<file path="config.mk">
export PLATFORM = sky130hd
export DESIGN_NAME = ram_arbiter
export DESIGN_NICKNAME = d
export VERILOG_FILES = /design/src/rtl/ram_arbiter_pkg.sv /design/src/rtl/ram_arbiter_rr_arb2.sv /design/src/rtl/ram_arbiter.sv
export SDC_FILE = /design/constraint.sdc
export NUM_CORES = 1
export LEC_CHECK = 0
export BUFFER_PORTS_ARGS = -buffer_cell sky130_fd_sc_hd__buf_2
export CORE_AREA = 4 4 135 98
export CTS_CLUSTER_SIZE = 40
export DETAILED_ROUTE_END_ITERATION = 8
export DIE_AREA = 0 0 139 102
export PLACE_DENSITY = 0.95
export SYNTH_ARGS = -nofsm -noshare
export SYNTH_HDL_FRONTEND = slang
export SYNTH_HIERARCHICAL = 1
export SYNTH_SLANG_ARGS = --single-unit
</file>
<file path="constraint.sdc">
create_clock -name clk -period 6.7 [get_ports clk]
set_input_delay 0.67 -clock clk [delete_from_list [all_inputs] [get_ports clk]]
set_output_delay 0.67 -clock clk [all_outputs]
set_load 0.1 [all_outputs]
</file>
<file path="src/rtl/ram_arbiter_pkg.sv">
`default_nettype none
// ============================================================================
// Module      : ram_arbiter_pkg
// Description : Shared types and constants for the two-requester ram arbiter.
//               Holds the FSM state encoding, requester ids and the default
//               address/data widths.
// Revision    : 1.0 - initial release
// ============================================================================
package ram_arbiter_pkg;

    localparam int DEF_ADDR_W = 32;
    localparam int DEF_DATA_W = 32;

    // Requester ids; the id doubles as the index into the request vector.
    localparam logic REQ_M0 = 1'b0;
    localparam logic REQ_M1 = 1'b1;

    typedef enum logic [1:0] {
        ARB_IDLE   = 2'd0,
        ARB_ACCESS = 2'd1,
        ARB_RESP   = 2'd2
    } arb_state_e;

endpackage : ram_arbiter_pkg
`default_nettype wire

</file>
<file path="src/rtl/ram_arbiter_rr_arb2.sv">
`default_nettype none
// ============================================================================
// Module      : ram_arbiter_rr_arb2
// Description : Combinational two-way round-robin pick. A lone requester
//               always wins; on a tie the requester that did not win last
//               time is chosen.
// Ports       : req_i  [1:0] in  request vector, bit n = requester n
//               last_i       in  id of the previous winner
//               gnt_o  [1:0] out one-hot grant (zero when no request)
//               id_o         out id of the chosen requester
// Revision    : 1.0 - initial release
// ============================================================================
module ram_arbiter_rr_arb2
    import ram_arbiter_pkg::*;
(
    input  logic [1:0] req_i,
    input  logic       last_i,
    output logic [1:0] gnt_o,
    output logic       id_o
);

    always_comb begin
        id_o  = REQ_M0;
        gnt_o = 2'b00;
        case (req_i)
            2'b01: id_o = REQ_M0;
            2'b10: id_o = REQ_M1;
            2'b11: id_o = (last_i == REQ_M0) ? REQ_M1 : REQ_M0;
            default: id_o = REQ_M0;
        endcase
        if (|req_i) begin
            gnt_o = (id_o == REQ_M1) ? 2'b10 : 2'b01;
        end
    end

endmodule : ram_arbiter_rr_arb2
`default_nettype wire

</file>
<file path="src/rtl/ram_arbiter.sv">
`default_nettype none
// ============================================================================
// Module      : ram_arbiter
// Description : Shares a single-port ram between m0 (instruction fetch) and
//               m1 (load/store). Round-robin, one transaction in flight:
//               grant -> one ram access cycle -> one response cycle.
// Ports       : clk, rst_ (async, active-high)
//               mX_req_i/we_i/addr_i/wdata_i  requester X command (X=0,1)
//               mX_gnt_o                       command accepted (comb.)
//               mX_rvalid_o/rdata_o            one-cycle response
//               ram_we_o/addr_o/data_o         to ram, driven in ACCESS only
//               ram_data_i                     combinational ram read data
//               busy_o                         transaction in progress
// Revision    : 1.0 - initial release
// ============================================================================
module ram_arbiter
    import ram_arbiter_pkg::*;
#(
    parameter int ADDR_W = DEF_ADDR_W,
    parameter int DATA_W = DEF_DATA_W
) (
    input  logic              clk,
    input  logic              rst_,
    input  logic              m0_req_i,
    input  logic              m0_we_i,
    input  logic [ADDR_W-1:0] m0_addr_i,
    input  logic [DATA_W-1:0] m0_wdata_i,
    output logic              m0_gnt_o,
    output logic              m0_rvalid_o,
    output logic [DATA_W-1:0] m0_rdata_o,
    input  logic              m1_req_i,
    input  logic              m1_we_i,
    input  logic [ADDR_W-1:0] m1_addr_i,
    input  logic [DATA_W-1:0] m1_wdata_i,
    output logic              m1_gnt_o,
    output logic              m1_rvalid_o,
    output logic [DATA_W-1:0] m1_rdata_o,
    output logic              ram_we_o,
    output logic [ADDR_W-1:0] ram_addr_o,
    output logic [DATA_W-1:0] ram_data_o,
    input  logic [DATA_W-1:0] ram_data_i,
    output logic              busy_o
);

    arb_state_e        state_q,     state_d;
    logic              last_gnt_q,  last_gnt_d;
    logic              lat_we_q,    lat_we_d;
    logic [ADDR_W-1:0] lat_addr_q,  lat_addr_d;
    logic [DATA_W-1:0] lat_wdata_q, lat_wdata_d;
    logic              lat_id_q,    lat_id_d;
    logic [DATA_W-1:0] rdata_q,     rdata_d;

    logic [1:0]        w_arb_gnt;
    logic              w_arb_id;
    logic              w_arb_open;
    logic              w_accept;
    logic              w_access;
    logic              w_resp;

    ram_arbiter_rr_arb2 u_rr_arb2 (
        .req_i  ({m1_req_i, m0_req_i}),
        .last_i (last_gnt_q),
        .gnt_o  (w_arb_gnt),
        .id_o   (w_arb_id)
    );

    // Grants are offered only when the ram is free of a pending access
    // (IDLE, or RESP where the previous access has already completed).
    assign w_arb_open = (state_q == ARB_IDLE) || (state_q == ARB_RESP);
    assign w_accept   = w_arb_open && (|w_arb_gnt);
    assign w_access   = (state_q == ARB_ACCESS);
    assign w_resp     = (state_q == ARB_RESP);

    always_comb begin
        state_d     = state_q;
        last_gnt_d  = last_gnt_q;
        lat_we_d    = lat_we_q;
        lat_addr_d  = lat_addr_q;
        lat_wdata_d = lat_wdata_q;
        lat_id_d    = lat_id_q;
        rdata_d     = rdata_q;

        case (state_q)
            ARB_IDLE, ARB_RESP: begin
                if (w_accept) begin
                    state_d     = ARB_ACCESS;
                    last_gnt_d  = w_arb_id;
                    lat_id_d    = w_arb_id;
                    lat_we_d    = (w_arb_id == REQ_M1) ? m1_we_i    : m0_we_i;
                    lat_addr_d  = (w_arb_id == REQ_M1) ? m1_addr_i  : m0_addr_i;
                    lat_wdata_d = (w_arb_id == REQ_M1) ? m1_wdata_i : m0_wdata_i;
                end else begin
                    state_d = ARB_IDLE;
                end
            end
            ARB_ACCESS: begin
                // Writes answer with zero data so the ack carries no stale read.
                rdata_d = lat_we_q ? '0 : ram_data_i;
                state_d = ARB_RESP;
            end
            default: state_d = ARB_IDLE;
        endcase
    end

    always_ff @(posedge clk or posedge rst_) begin
        if (rst_) begin
            state_q     <= ARB_IDLE;
            last_gnt_q  <= REQ_M1;  // m0 wins the first tie
            lat_we_q    <= 1'b0;
            lat_addr_q  <= '0;
            lat_wdata_q <= '0;
            lat_id_q    <= REQ_M0;
            rdata_q     <= '0;
        end else begin
            state_q     <= state_d;
            last_gnt_q  <= last_gnt_d;
            lat_we_q    <= lat_we_d;
            lat_addr_q  <= lat_addr_d;
            lat_wdata_q <= lat_wdata_d;
            lat_id_q    <= lat_id_d;
            rdata_q     <= rdata_d;
        end
    end

    // Grant is combinational from the requests; gate with reset so an
    // asserted reset silences every output immediately.
    assign m0_gnt_o    = !rst_ && w_accept && w_arb_gnt[0];
    assign m1_gnt_o    = !rst_ && w_accept && w_arb_gnt[1];

    assign m0_rvalid_o = w_resp && (lat_id_q == REQ_M0);
    assign m1_rvalid_o = w_resp && (lat_id_q == REQ_M1);
    assign m0_rdata_o  = m0_rvalid_o ? rdata_q : '0;
    assign m1_rdata_o  = m1_rvalid_o ? rdata_q : '0;

    assign ram_we_o    = w_access && lat_we_q;
    assign ram_addr_o  = w_access ? lat_addr_q  : '0;
    assign ram_data_o  = w_access ? lat_wdata_q : '0;

    assign busy_o      = (state_q != ARB_IDLE);

endmodule : ram_arbiter
`default_nettype wire

</file>
; Yosys cells after proc, flatten, opt, wreduce, memory -nomap -nowiden
; Index checks and enable logic that the tools add are counted.
[totals]
ff_bits = 101
out_inout_bits = 134
[classes]
muxes = 14
n_reduce_logical = 15
n_bitwise = 1
n_eq_ne = 4
[ops]
columns = operator, n
row1 = $mux 32, 7
row2 = $logic_and 1x1->1, 7
row3 = $eq 2x2->1 const B, 3
row4 = $reduce_or 2->1, 3
row5 = $mux 2, 2
row6 = $pmux 2 s2, 1
row7 = $mux 1, 3
row8 = $eq 2x1->1 const B, 1
row9 = $logic_not 2->1, 1
row10 = $pmux 1 s2, 1
row11 = $reduce_and 2->1, 1
row12 = $reduce_bool 2->1, 1
row13 = $logic_not 1->1, 1
row14 = $logic_or 1x1->1, 1
row15 = $not 1->1, 1

; Depth between registers and ports, before layout
; Gate-level depths: netlist of the first run.
[logic_depth]
depth_word = 8
ltp_mapped = 7

; Modules after synthesis
; Netlist of the first run, hierarchy kept.
[modules_own_cells]
columns = module, instances, cells_each, area_each_um2
row1 = ram_arbiter, 1, 469, 5689.2
row2 = ram_arbiter_rr_arb2, 1, 4, 26.3

; Least setup slack after synthesis of the first run
; No wires, ideal clock.
[synth_path]
kind = in2out
startpoint = input port m1_req_i
endpoint = output port m1_gnt_o
cell_stages = 2
t_required_ns = 6.030
arrival_ns = 3.098
setup_slack_ns = 2.932
cell_sequence = a21boi_0 -> nor3b_1
[synth_via]
elab_chain_cells = 8
elab_cells_between_ends = 10
cone_classes = eq/ne (2) / mux (3) / reduce/logical (5)
[synth_rtl]
columns = element, line
row1 = "start, declared", ram_arbiter.sv:31  ; input logic m1_req_i,
row2 = $eq 2x2->1, ram_arbiter_rr_arb2.sv:25  ; case (req_i)
row3 = $pmux 1 s2, ram_arbiter_rr_arb2.sv:25
row4 = $mux 2, ram_arbiter_rr_arb2.sv:32  ; gnt_o = (id_o == REQ_M1) ? 2'b10 : 2'b01;
row5 = $mux 2 (*), ram_arbiter_rr_arb2.sv:31  ; if (|req_i) begin
row6 = $reduce_or 2->1, ram_arbiter.sv:70  ; assign w_accept = w_arb_open && (|w_arb_gnt);
row7 = $logic_and 1x1->1, ram_arbiter.sv:70
row8 = $logic_and 1x1->1, ram_arbiter.sv:128  ; assign m1_gnt_o = !rst_ && w_accept && w_arb_gnt[1];
row9 = $logic_and 1x1->1 (*), ram_arbiter.sv:128
row10 = "end, declared", ram_arbiter.sv:35  ; output logic m1_gnt_o,
; Mark *: on every way between the ends. The rest lies on a longest branch, timed or not.

; Worst setup path in the final report of the first run
[layout_path]
startpoint = register state_q[0]
endpoint = output port ram_data_o[22]
[layout_via]
elab_chain_cells = 2
[layout_rtl]
columns = element, line
row1 = "start, declared", ram_arbiter.sv:45  ; arb_state_e state_q, state_d;
row2 = "start signal, assigned", ram_arbiter.sv:115  ; state_q <= state_d;
row3 = $eq 2x1->1, ram_arbiter.sv:71  ; assign w_access = (state_q == ARB_ACCESS);
row4 = $mux 32, ram_arbiter.sv:137  ; assign ram_data_o = w_access ? lat_wdata_q : '0;
row5 = "end, declared", ram_arbiter.sv:40  ; output logic [DATA_W-1:0] ram_data_o,
; Every way passes these cells.

==> summary by stage, run 1 <==
Run status
The flow ran to the end, and the final reports show no timing, DRC or antenna violations.

Logic synthesis
The mapped netlist covers 5720 µm². Counting distinct cell types in the post-synthesis netlist gives 19. In the synthesized netlist the async set-or-reset flop fraction comes to 100%. Ranked by total cell area, the synthesized netlist is headed by sky130_fd_sc_hd__dfrtp_1, sky130_fd_sc_hd__mux2_2, sky130_fd_sc_hd__and2_1. For this run, the leading register cell type out of synthesis is sky130_fd_sc_hd__dfrtp_1. After synthesis, the most frequently instantiated cells are sky130_fd_sc_hd__mux2_2, sky130_fd_sc_hd__and2_1, sky130_fd_sc_hd__dfrtp_1. After synthesis the netlist holds a flip-flop and latch count of 101. The share of the Yosys chip area taken by registers is 44.2%. The fraction of synthesized cell area taken by the top area cell type is 43.8%.

The number of nets produced by synthesis is 639. In this run the mean area of a mapped cell was 12.1 µm². The number of standard cells after synthesis is 473. The number of enable-type register cells in the synthesized netlist is 0. For this run, the number of Yosys warnings is 6. The most numerous cell in the Yosys netlist is sky130_fd_sc_hd__mux2_2. The synthesized design spends more area on one cell type than any other, namely sky130_fd_sc_hd__dfrtp_1.

Power and ir drop
In this run, the clock network consumes 12.4% of the power. The internal power component is 1830 µW. Registers are responsible for 27.7% of the overall power. The power density of the placed cells is 524 nW/µm².

Combinational logic is responsible for 59.9% of the overall power. The reported net switching power is 2140 µW. The largest voltage drop on the vdd net is 494 µV.

The switching share of total power is 53.9%. The leakage power summed over all cells is 0.00396 µW.

Clock network
The total of hold buffers inserted after clock tree synthesis is 0. The CTS tree is done. After clock tree synthesis, the clock-pin slew on the worst setup and hold paths is 70 ps.

The TritonCTS buffer count is 9. CTS placed an instance of sky130_fd_sc_hd__clkbuf_16 at the clock tree root. The buffers inserted during post-CTS setup optimization is 0.

The later pin in the worst-skew pair is clocked with a latency of 340 ps. In this run the number of H-tree levels came out at 3. The clock drives 101 sinks.

After clock tree synthesis, the repair step resized 0 gates. The clock passes through at most 2 buffers.

Floorplan
The floorplan step defined a die boundary enclosing 14,200 µm². The initial utilization of the core area, before any placement, comes to 47.3%. The overall die height is 102 µm. The top-level I/O count is 300.

The count of standard-cell rows is 34. The core region is 12,100 µm². The horizontal die dimension is 139 µm.

GRT
The first-pass GRT wire length is 21.9 mm. The total routing resource utilization after global routing is 19.2%. The overall overflow remaining after global route is 0. The via count of the first global-routing pass is 4,508. The initial antenna violation count was 0.

Entering global routing, the biggest net connects 69 pins.

Drt
In the routed layout, each cell is associated on average with a via count of 4.83. The number of violations reported at the end of detailed-routing iteration 0 is 82. The count of unresolved DRC violations after routing is 0. The average routed wire per standard cell is 15.3 µm. The count of antenna-violating nets left after detailed routing is 0. Summing over every cut layer, the via total after detailed routing is 4,443. Before antenna repair, the detailed router went through 4 iterations. The overall routed net length is 14.1 mm.

Final layout
Compared with the post-synthesis result, the final layout area differs by 32.8%. Across the whole layout, storage elements account for 2530 µm². The fraction of layout instances using a drive strength above 1 is 64.6%. The filler cell count in the final layout is 972. The repair_antennas step left the layout with diodes totalling 0.

Summing all multi-input logic gate instances after layout gives 3030 µm². The net count of the finished layout is 918.

Worst hold path
The path type of the worst min-delay path is in2async.

STA
Headroom to the max-slew limit came out at 22.4%. Setup repair after global routing left no endpoint under its margin. The number of max-slew violations in the final report is 0. The clock arrives with 5.86 ps of skew.

The final critical-path required period is 3360 ps. The final count of hold timing violations came to 0. The total negative setup slack is 0 ps. The final setup violation count is 0.

Based on the critical path, the design can be clocked at up to 297 MHz. The portion of the clock cycle consumed by the worst path in the final layout is 50.2%. The tightest hold path in the finished design has a slack of 387 ps. The worst-margin pin slew is 1160 ps.

Placement
The count of buffers added on input and output ports is 299. The wire-length estimate of the detail-placed layout is 10.9 mm. The final weighted congestion in routability-driven placement is 0.811.

Critical path
The worst setup path startpoint is state_q[0]$_DFF_PP0_. STA classifies the critical path endpoint as an output pin. For the worst setup path, the data required time is 6030 ps. In this run the worst path has a maximum fanout of 63. The startpoint identified for the worst register-to-register timing path is last_gnt_q$_DFFE_PP1P_.

The largest single stage delay on the critical path is 610 ps. The signal on the critical path passes through nor2b_4, buf_4, and2_1, buf_2. The kind of launch point of the worst setup path is a flip-flop. The critical path is of the reg2out type.

Data on the critical path arrives at its endpoint at 2690 ps. The slowest stage of the critical path belongs to the cell sky130_fd_sc_hd__buf_4.

Run
Across the run, the number of max-cap violations was 0.
## power groups by stage
stage / combinational [µW] / sequential [µW] / clock (µW)
2_1_floorplan: 2130 / 1010 / 0
3_3_place_gp: 2370 / 1100 / 0
3_5_place_dp: 2400 / 1110 / 0
4_1_cts: 2400 / 1110 / 507
5_1_grt: 2490 / 1150 / 528
6_report: 2380 / 1100 / 492
## flip-flops by register name, summed over array words and instances, names as in the netlist
| register | cells |
|---|---|
| lat_id_q | 1 |
| lat_wdata_q | 32 |
| rdata_q | 32 |
| lat_we_q | 1 |
| state_q | 2 |
| last_gnt_q | 1 |
| lat_addr_q | 32 |
## logic make-up after synthesis
| logic type | count (synthesis) | synth area share [%] |
|---|---|---|
| flops | 101 | 44.2 |
| buf+inv | 37 | 3.24 |
| compound gates | 4 | 0.569 |
| mux | 164 | 33.6 |
| simple gates | 167 | 18.4 |
## layout make-up
class / instances / share of cell area, %
Inverter: 2 / 0.132
Multi-Input combinational cell: 335 / 40.0
Clock inverter: 4 / 0.429
Timing Repair Buffer: 303 / 20.1
Clock buffer: 12 / 3.38
Sequential cell: 101 / 33.3
Tap cell: 162 / 2.67
## placed cells by master (no fill, tap or decap)
cell type and instances:
sky130_fd_sc_hd__nor2b_4 1, sky130_fd_sc_hd__clkbuf_16 9, sky130_fd_sc_hd__mux2_2 145, sky130_fd_sc_hd__clkinvlp_4 2, sky130_fd_sc_hd__a21boi_4 1, sky130_fd_sc_hd__dfstp_2 1, sky130_fd_sc_hd__inv_4 1, sky130_fd_sc_hd__inv_1 1
sky130_fd_sc_hd__dfrtp_1 100, sky130_fd_sc_hd__and2_1 129, sky130_fd_sc_hd__buf_2 299, sky130_fd_sc_hd__o21ba_4 1, sky130_fd_sc_hd__and3b_1 1, sky130_fd_sc_hd__or2_2 1, sky130_fd_sc_hd__mux2_4 19, sky130_fd_sc_hd__nor2b_1 32
sky130_fd_sc_hd__clkinv_4 2, sky130_fd_sc_hd__a21boi_1 1, sky130_fd_sc_hd__a21boi_0 1, sky130_fd_sc_hd__buf_4 4, sky130_fd_sc_hd__nor3b_2 1, sky130_fd_sc_hd__nor3b_1 2, sky130_fd_sc_hd__clkbuf_1 1, sky130_fd_sc_hd__clkbuf_8 2
## final timing paths
kind,end,slack [ps],depth (start not counted)
setup / recovery,ram_data_o[22],3340,4
hold / removal,lat_wdata_q[21]$_DFFE_PP0P_,390,2
setup reg to reg,lat_addr_q[23]$_DFFE_PP0P_,4230,4
hold reg to reg,lat_wdata_q[21]$_DFFE_PP0P_,500,1
max in group asynchronous,state_q[1]$_DFF_PP0_,5140,3
min in group clk,lat_wdata_q[21]$_DFFE_PP0P_,500,1
## critical path: cells and delay by family, from the launching register on
family | cells | cell delay [ps]
flops | 1 | 460
buf+inv | 2 | 1040
simple gates | 2 | 800
## metrics by stage
step / setup slack [ps] / instance area (µm²) / utilization (%) / total power, µW / instances
CTS: 3270 / 7590 / 62.8 / 4020 / 919
detailed placement: 3640 / 7300 / 60.4 / 3520 / 903
floorplan: 2930 / 5720 / - / 3130 / 473
global route: 3160 / 7590 / 62.8 / 4170 / 919
finish: 3340 / 7590 / 62.8 / 3980 / 919
global placement: 3750 / 7300 / 60.4 / 3460 / 903
## per-layer routing
metal	up-vias	global-route usage (%)	routed length [µm]
met3	21	5.52	954
met2	166	35.0	7260
met4	0	5.34	276
met1	2118	22.4	5580
li1	2138	-	-
met5	-	0	0
Note: power is estimated with default switching activity, not from simulation.
==> run 2: changes to the inputs <==
--- a/config.mk
+++ b/config.mk
@@ -6,11 +6,11 @@
 export NUM_CORES = 1
 export LEC_CHECK = 0
 export BUFFER_PORTS_ARGS = -buffer_cell sky130_fd_sc_hd__buf_2
-export CORE_AREA = 4 4 135 98
+export CORE_AREA = 4 4 147 106
 export CTS_CLUSTER_SIZE = 40
 export DETAILED_ROUTE_END_ITERATION = 8
-export DIE_AREA = 0 0 139 102
-export PLACE_DENSITY = 0.95
+export DIE_AREA = 0 0 151 110
+export PLACE_DENSITY = 0.87
 export SYNTH_ARGS = -nofsm -noshare
 export SYNTH_HDL_FRONTEND = slang
 export SYNTH_HIERARCHICAL = 1
==> constraint.sdc (replaced) <==
create_clock -name clk -period 3.03 [get_ports clk]
set_input_delay 0.303 -clock clk [delete_from_list [all_inputs] [get_ports clk]]
set_output_delay 0.303 -clock clk [all_outputs]
set_load 0.1 [all_outputs]
==> run 2 against run 1 <==
Against the previous run:
- clock power increased by 130%
- global-route usage decreased by 2.3 points
- sequential power increased by 120%
- count of clock-buffer cells in the layout decreased by 2
- combinational power increased by 130%
- non-clock buffer count increased by 4
- critical path type unchanged
- critical endpoint is now m1_rdata_o[12]
==> summary by stage, run 2 (same netlist as run 1, synthesis figures left out) <==
Final layout
The largest registers in the layout are lat_addr_q (32), lat_wdata_q (32), rdata_q (32). The fraction of layout instances using a drive strength above 1 is 65.1% (+0.53 points). The non-filler instance count after layout is 951 (+3.5%). Compared with the post-synthesis result, the final layout area differs by 35.0%. In the layout the commonest cells are sky130_fd_sc_hd__buf_2, sky130_fd_sc_hd__mux2_2, sky130_fd_sc_hd__and2_1, sky130_fd_sc_hd__dfrtp_1, sky130_fd_sc_hd__nor2b_1. The most common library cell in the layout ignoring fill and taps is sky130_fd_sc_hd__buf_2. The net count reported at finish is 922 (+0.44%). The final design utilization is 55.2% (-7.6 points).

Clock network
The register clock-pin slew on the reported worst setup and hold paths is 70 ps (about the same). The TritonCTS buffer count is 9 (unchanged). The clock latency of the later-clocked register in the worst-skew pair is 340 ps (about the same). The number of clock sinks seen by CTS is 101 (unchanged). CTS placed an instance of sky130_fd_sc_hd__clkbuf_16 at the clock tree root.

The maximum level of the CTS H-tree was 3 (unchanged). The total of hold buffers inserted after clock tree synthesis came to 0 (unchanged). The number of instances resized during post-cts repair came to 0 (unchanged). The buffers inserted during post-CTS setup optimization was 0 (unchanged). The buffer levels on the longest clock path is 2 (unchanged).

TritonCTS built the clock tree.

STA
After layout, the worst path uses 83.6% of the clock period. The final setup violation count is 0 (unchanged). The final setup slack of the worst path was 496 ps (-2840 ps). The worst slew slack as a fraction of its limit is 49.6% (+27 points). The final count of hold timing violations came to 0 (unchanged). The total negative setup slack is 0 ps (unchanged). The final critical-path required period is 2530 ps. For this run, the top clock speed supported by timing is 395 MHz. The final hold slack came to 49.3 ps (-337 ps).

The worst clock skew is 5.80 ps (-0.0664 ps). The worst-margin pin slew is 756 ps (-407 ps). The number of max-slew violations in the final report is 0 (unchanged). Setup repair after global routing left no endpoint under its margin.

Worst hold path
The path type of the worst min-delay path is in2async.

Critical path
The arrival time reported for the critical path endpoint came to 2230 ps (-460 ps). The kind of launch point of the worst setup path is a flip-flop. The required time of the critical path came to 2730 ps (-3300 ps). The biggest fanout along the worst timing path is 33 (-48%). The worst setup path is captured at an output pin.

The critical path in this run is classified as reg2out.

GRT
The met2 capacity usage during global routing came to 30.1% (-4.9 points). The met1 track demand over resource in global routing came to 20.0% (-2.4 points). The pin count of the biggest net entering global routing is 99 (+43%). The most used routing layer is met2. The initial antenna violation count is 1 (+1).

The first-pass GRT wire length is 21.9 mm (+0.13%). The via count of the first global-routing pass is 4,395 (-2.5%). The global-route met3 utilization came to 4.99% (-0.53 points).

The overall overflow remaining after global route came to 0 (unchanged). The total routing resource utilization after global routing is 16.9% (-2.3 points).

Floorplan
The die area is 16,600 µm² (+17%). The top-level I/O count is 300 (unchanged). The count of standard-cell rows is 36 (+5.9%).

The initial standard-cell utilization of the core came to 40.9% (-6.4 points). The horizontal die dimension came to 151 µm (+8.6%). The core footprint was 14,000 µm² (+16%). The overall die height was 110 µm (+7.8%).

Power and ir drop
The sequential fraction of design power is 26.6% (-1.1 points). The largest voltage drop on the vdd net came to 884 µV (+79%). The reported net switching power is 4760 µW (+120%). The power density of the placed cells is 1150 nW/µm² (+120%). The internal power component is 4140 µW (+130%). The portion of total power attributed to combinational logic came to 60.4% (+0.5 points). The switching share of total power is 53.5% (-0.43 points). The leakage power summed over all cells was 0.00400 µW (+1.2%). The clock network fraction of total power is 12.9% (+0.5 points).

Drt
The total vias in the final route is 4,381 (-1.4%). The count of antenna-violating nets left after detailed routing was 0 (unchanged). The number of optimization iterations in the first detailed-route pass is 4 (unchanged).

The overall routed net length is 14.3 mm (+1.6%). The number of violations reported at the end of detailed-routing iteration 0 was 96 (+17%). The count of unresolved DRC violations after routing is 0 (unchanged). The post-detailed-route via-to-cell ratio is 4.61 (-4.7%). The average routed wire per standard cell was 15.0 µm (-1.8%).

Placement
The placed cell count is 935 (+3.5%). The final weighted congestion in routability-driven placement is 0.751 (-7.5%). The port buffer count is 299 (unchanged). The estimated wirelength of the detail-placed design was 10.9 mm (-0.20%). The setup slack at placement is 852 ps (-2790 ps).

Run
The number of violations of the max-capacitance limit is 0 (unchanged).

Run status
The run finished with clean final reports.
==> run 2: final timing paths <==
| path | start | end | slack [ps] | cells past startpoint |
|---|---|---|---|---|
| max | state_q[0]$_DFF_PP0_ | m1_rdata_o[12] | 500 | 3 |
| min | rst_ | lat_wdata_q[0]$_DFFE_PP0P_ | 50 | 2 |
| max reg2reg | last_gnt_q$_DFFE_PP1P_ | lat_addr_q[26]$_DFFE_PP0P_ | 1080 | 5 |
| min reg2reg | lat_addr_q[9]$_DFFE_PP0P_ | lat_addr_q[9]$_DFFE_PP0P_ | 500 | 1 |
| max in group asynchronous | rst_ | rdata_q[21]$_DFFE_PP0N_ | 2290 | 3 |
| min in group clk | ram_data_i[23] | rdata_q[23]$_DFFE_PP0N_ | 310 | 3 |
==> run 2: routing by layer <==
metal  vias up  routed length (µm)
met2       172                7080
met1      2055                5840
met4         0                 160
li1       2142                   -
met3        12                1210
met5         -                   0
==> run 2: per-stage QoR <==
step,cell area (µm²),total power [µW]
3_3_place_gp,7410,7720
6_report,7710,8900
4_1_cts,7710,9000
3_5_place_dp,7410,7810
5_1_grt,7710,9350
2_1_floorplan,5730,6930
==> run 2: power groups by stage <==
stage	combinational [µW]	clock [µW]	sequential [µW]
3_5_place_dp	5430	0	2390
5_1_grt	5640	1260	2460
4_1_cts	5430	1200	2380
3_3_place_gp	5360	0	2360
6_report	5380	1150	2370
2_1_floorplan	4700	0	2230
==> run 2: final cells by class <==
cell class | count | area [µm²]
Fill cell | 1199 | 6250
Multi-Input combinational cell | 335 | 3040
Sequential cell | 101 | 2530
Timing Repair Buffer | 307 | 1590
Clock buffer | 10 | 239
Tap cell | 190 | 238
Clock inverter | 5 | 60.1
Inverter | 2 | 10.0
Antenna cell | 1 | 2.50
==> run 2: critical path, stage by stage (launching register included) <==
cell and delay [ps]:
sky130_fd_sc_hd__dfrtp_1 490, sky130_fd_sc_hd__and3b_1 760, sky130_fd_sc_hd__and2_1 220, sky130_fd_sc_hd__buf_2 420
==> run 3: changes to the inputs <==
==> constraint.sdc (replaced) <==
create_clock -name clk -period 2.3 [get_ports clk]
set_input_delay 0.23 -clock clk [delete_from_list [all_inputs] [get_ports clk]]
set_output_delay 0.23 -clock clk [all_outputs]
set_load 0.1 [all_outputs]
==> run 3 against run 2 <==
Against the previous run:
- die area did not move
- sequential power rose by 32%
- utilization rose by 13 points
- via count rose by 4.5%
- non-clock buffer count increased by 3
- clock skew grew 3.0 ps
- largest power group unchanged
- design area is 24% higher
- register-to-register slack got worse by 670 ps
- sequential cell count stayed put
- highest routed layer unchanged
- power grew 55%
==> summary by stage, run 3 (same netlist as run 1, synthesis figures left out) <==
GRT
The total routing resource utilization after global routing came to 19.4% (+2.6 points). The via count of the first global-routing pass was 4,835 (+10%). The overall overflow remaining after global route is 0 (unchanged). The first-pass GRT wire length is 25.1 mm (+14%). The pin count of the biggest net entering global routing was 69 (-30%). The initial antenna violation count is 1 (unchanged).

Floorplan
The top-level I/O count is 300 (unchanged). The horizontal die dimension is 151 µm (unchanged). The die area is 16,600 µm² (unchanged). The initial standard-cell utilization of the core is 40.9% (unchanged). The core footprint is 14,000 µm² (unchanged). The count of standard-cell rows was 36 (unchanged). The overall die height is 110 µm (unchanged).

Placement
The final weighted congestion in routability-driven placement came to 0.768 (+2.4%). The port buffer count is 299 (unchanged). The estimated wirelength of the detail-placed design is 13.1 mm (+21%).

Run status
The flow ran to the end, and the final reports show no timing, DRC or antenna violations.

Critical path
The kind of launch point of the worst setup path is a flip-flop. The number of buffers and inverters on the critical path is 2 (+1). The largest stage delay on the critical path was 480 ps (-280 ps). STA classifies the critical path endpoint as an output pin. The critical path is of the reg2out type.

The biggest fanout along the worst timing path is 33 (unchanged). The arrival time reported for the critical path endpoint is 1950 ps (-280 ps). The required time of the critical path was 2070 ps (-660 ps). The cell with the largest stage delay on the worst path is sky130_fd_sc_hd__dfrtp_1. Walking the worst path, the cells encountered are nor3b_2, buf_4, and2_1, buf_2. The cell class contributing the biggest share of worst-path delay is buffers and inverters.

STA
The portion of the clock cycle consumed by the worst path in the final layout is 94.7%. Setup repair after global routing left no endpoint under its margin. The final setup violation count came to 0 (unchanged). The worst clock skew is 8.76 ps (+2.96 ps). The total negative setup slack came to 0 ps (unchanged).

The clock period could shrink to 2180 ps. The worst-margin pin slew was 533 ps (-223 ps). The fmax is 459 MHz. The worst slew slack as a fraction of its limit is 64.4% (+15 points). The final count of hold timing violations came to 0 (unchanged). The number of max-slew violations in the final report is 0 (unchanged).

Drt
The number of violations reported at the end of detailed-routing iteration 0 is 99 (+3.1%). The count of unresolved DRC violations after routing came to 0 (unchanged). The count of antenna-violating nets left after detailed routing came to 0 (unchanged). The number of optimization iterations in the first detailed-route pass is 4 (unchanged). The post-detailed-route via-to-cell ratio is 4.80 (+4.1%). The total vias in the final route came to 4,580 (+4.5%). The average routed wire per standard cell came to 17.3 µm (+15%). The overall routed net length is 16.5 mm (+16%).

Clock network
The number of clock sinks seen by CTS is 101 (unchanged). The TritonCTS buffer count is 9 (unchanged). The number of instances resized during post-cts repair is 0 (unchanged). The maximum level of the CTS H-tree was 3 (unchanged). The cell at the root of the clock tree is sky130_fd_sc_hd__clkbuf_16. The clock latency of the later-clocked register in the worst-skew pair is 340 ps (about the same).

The register clock-pin slew on the reported worst setup and hold paths came to 70 ps (about the same). The CTS tree is done. The buffer levels on the longest clock path was 2 (unchanged).

Run
The number of violations of the max-capacitance limit is 0 (unchanged).

Final layout
The fraction of layout instances using a drive strength above 1 came to 66.4% (+1.2 points). The area growth from synthesis to layout is 67.3%. The most common library cell in the layout ignoring fill and taps is sky130_fd_sc_hd__buf_2. The library cells used most frequently in the layout, excluding fill and tap cells, are sky130_fd_sc_hd__buf_2, sky130_fd_sc_hd__mux2_2, sky130_fd_sc_hd__buf_12, sky130_fd_sc_hd__and2_1, sky130_fd_sc_hd__dfrtp_1.

In the final layout, the registers with the most flip-flops are lat_addr_q (32), lat_wdata_q (32), rdata_q (32). The net count reported at finish was 925 (+0.33%). The filler cell count in the final layout is 960 (-20%).

Worst hold path
The tightest min-delay check is of the in2reg type.

Power and ir drop
The power consumption is 13,800 µW (+55%). The power density of the placed cells is 1440 nW/µm² (+25%). The leakage power summed over all cells is 0.00440 µW (+10%).

The largest voltage drop on the vdd net is 786 µV (-11%).
==> run 3: power by group <==
group	internal [µW]	leakage (µW)	switching, µW
clock network	994	0.000164	690
logic	3480	0.00302	5500
registers	2620	0.00122	503
==> run 3: routing by layer <==
layer / up-vias / GRT usage, % / share of wire, %
met4: 0 / 4.33 / 1.3
met2: 180 / 36.4 / 53
met5: - / 0 / 0
met1: 2231 / 21.4 / 37
met3: 17 / 6.62 / 8.8
li1: 2152 / - / -
==> run 3: through the flow <==
stage	setup slack (ps)	utilization, %	area (µm²)	cells	hold WS [ps]
finish	123	68.5	9560	955	242
global placement	477	66.0	9220	937	344
global route	14.7	68.5	9560	955	236
detailed placement	423	66.0	9220	937	355
CTS	103	68.5	9560	954	230
floorplan	5.78	-	5740	473	472
==> run 3: repair_timing <==
item,CTS,global route
hold buffers,1,0
endpoints found under the hold margin,1,0
setup endpoints to repair,0,0
buffers inserted,0,0
==> run 3: path summary, 6_finish.rpt <==
| kind | startpoint | to | slack (ps) | cells after the start |
|---|---|---|---|---|
| worst max-delay path | state_q[0]$_DFF_PP0_ | m0_rdata_o[5] | 120 | 4 |
| worst min-delay path | ram_data_i[15] | rdata_q[15]$_DFFE_PP0N_ | 240 | 3 |
| worst max register to register | last_gnt_q$_DFFE_PP1P_ | lat_addr_q[18]$_DFFE_PP0P_ | 410 | 5 |
| worst min register to register | lat_addr_q[5]$_DFFE_PP0P_ | lat_addr_q[5]$_DFFE_PP0P_ | 500 | 1 |
| max in group asynchronous | rst_ | lat_wdata_q[31]$_DFFE_PP0P_ | 1400 | 4 |
| min in group asynchronous | rst_ | last_gnt_q$_DFFE_PP1P_ | 570 | 3 |
==> run 3: area by class of cell <==
| cell class | instances | area, µm² | share of cell area (%) |
|---|---|---|---|
| well taps | 190 | 238 | 2.49 |
| repair buffers | 310 | 3400 | 35.6 |
| clock buffers | 10 | 239 | 2.50 |
| clock inverters | 6 | 91.3 | 0.955 |
| flip-flops and latches | 101 | 2530 | 26.4 |
| diodes | 1 | 2.50 | 0.0262 |
| inverters | 2 | 11.3 | 0.118 |
| multi-input cells | 335 | 3050 | 31.9 |
==> run 3: tightest hold or removal path, cell delays in order <==
cell and delay, ps:
sky130_fd_sc_hd__buf_2 70, sky130_fd_sc_hd__nor2b_1 100, sky130_fd_sc_hd__mux2_2 140
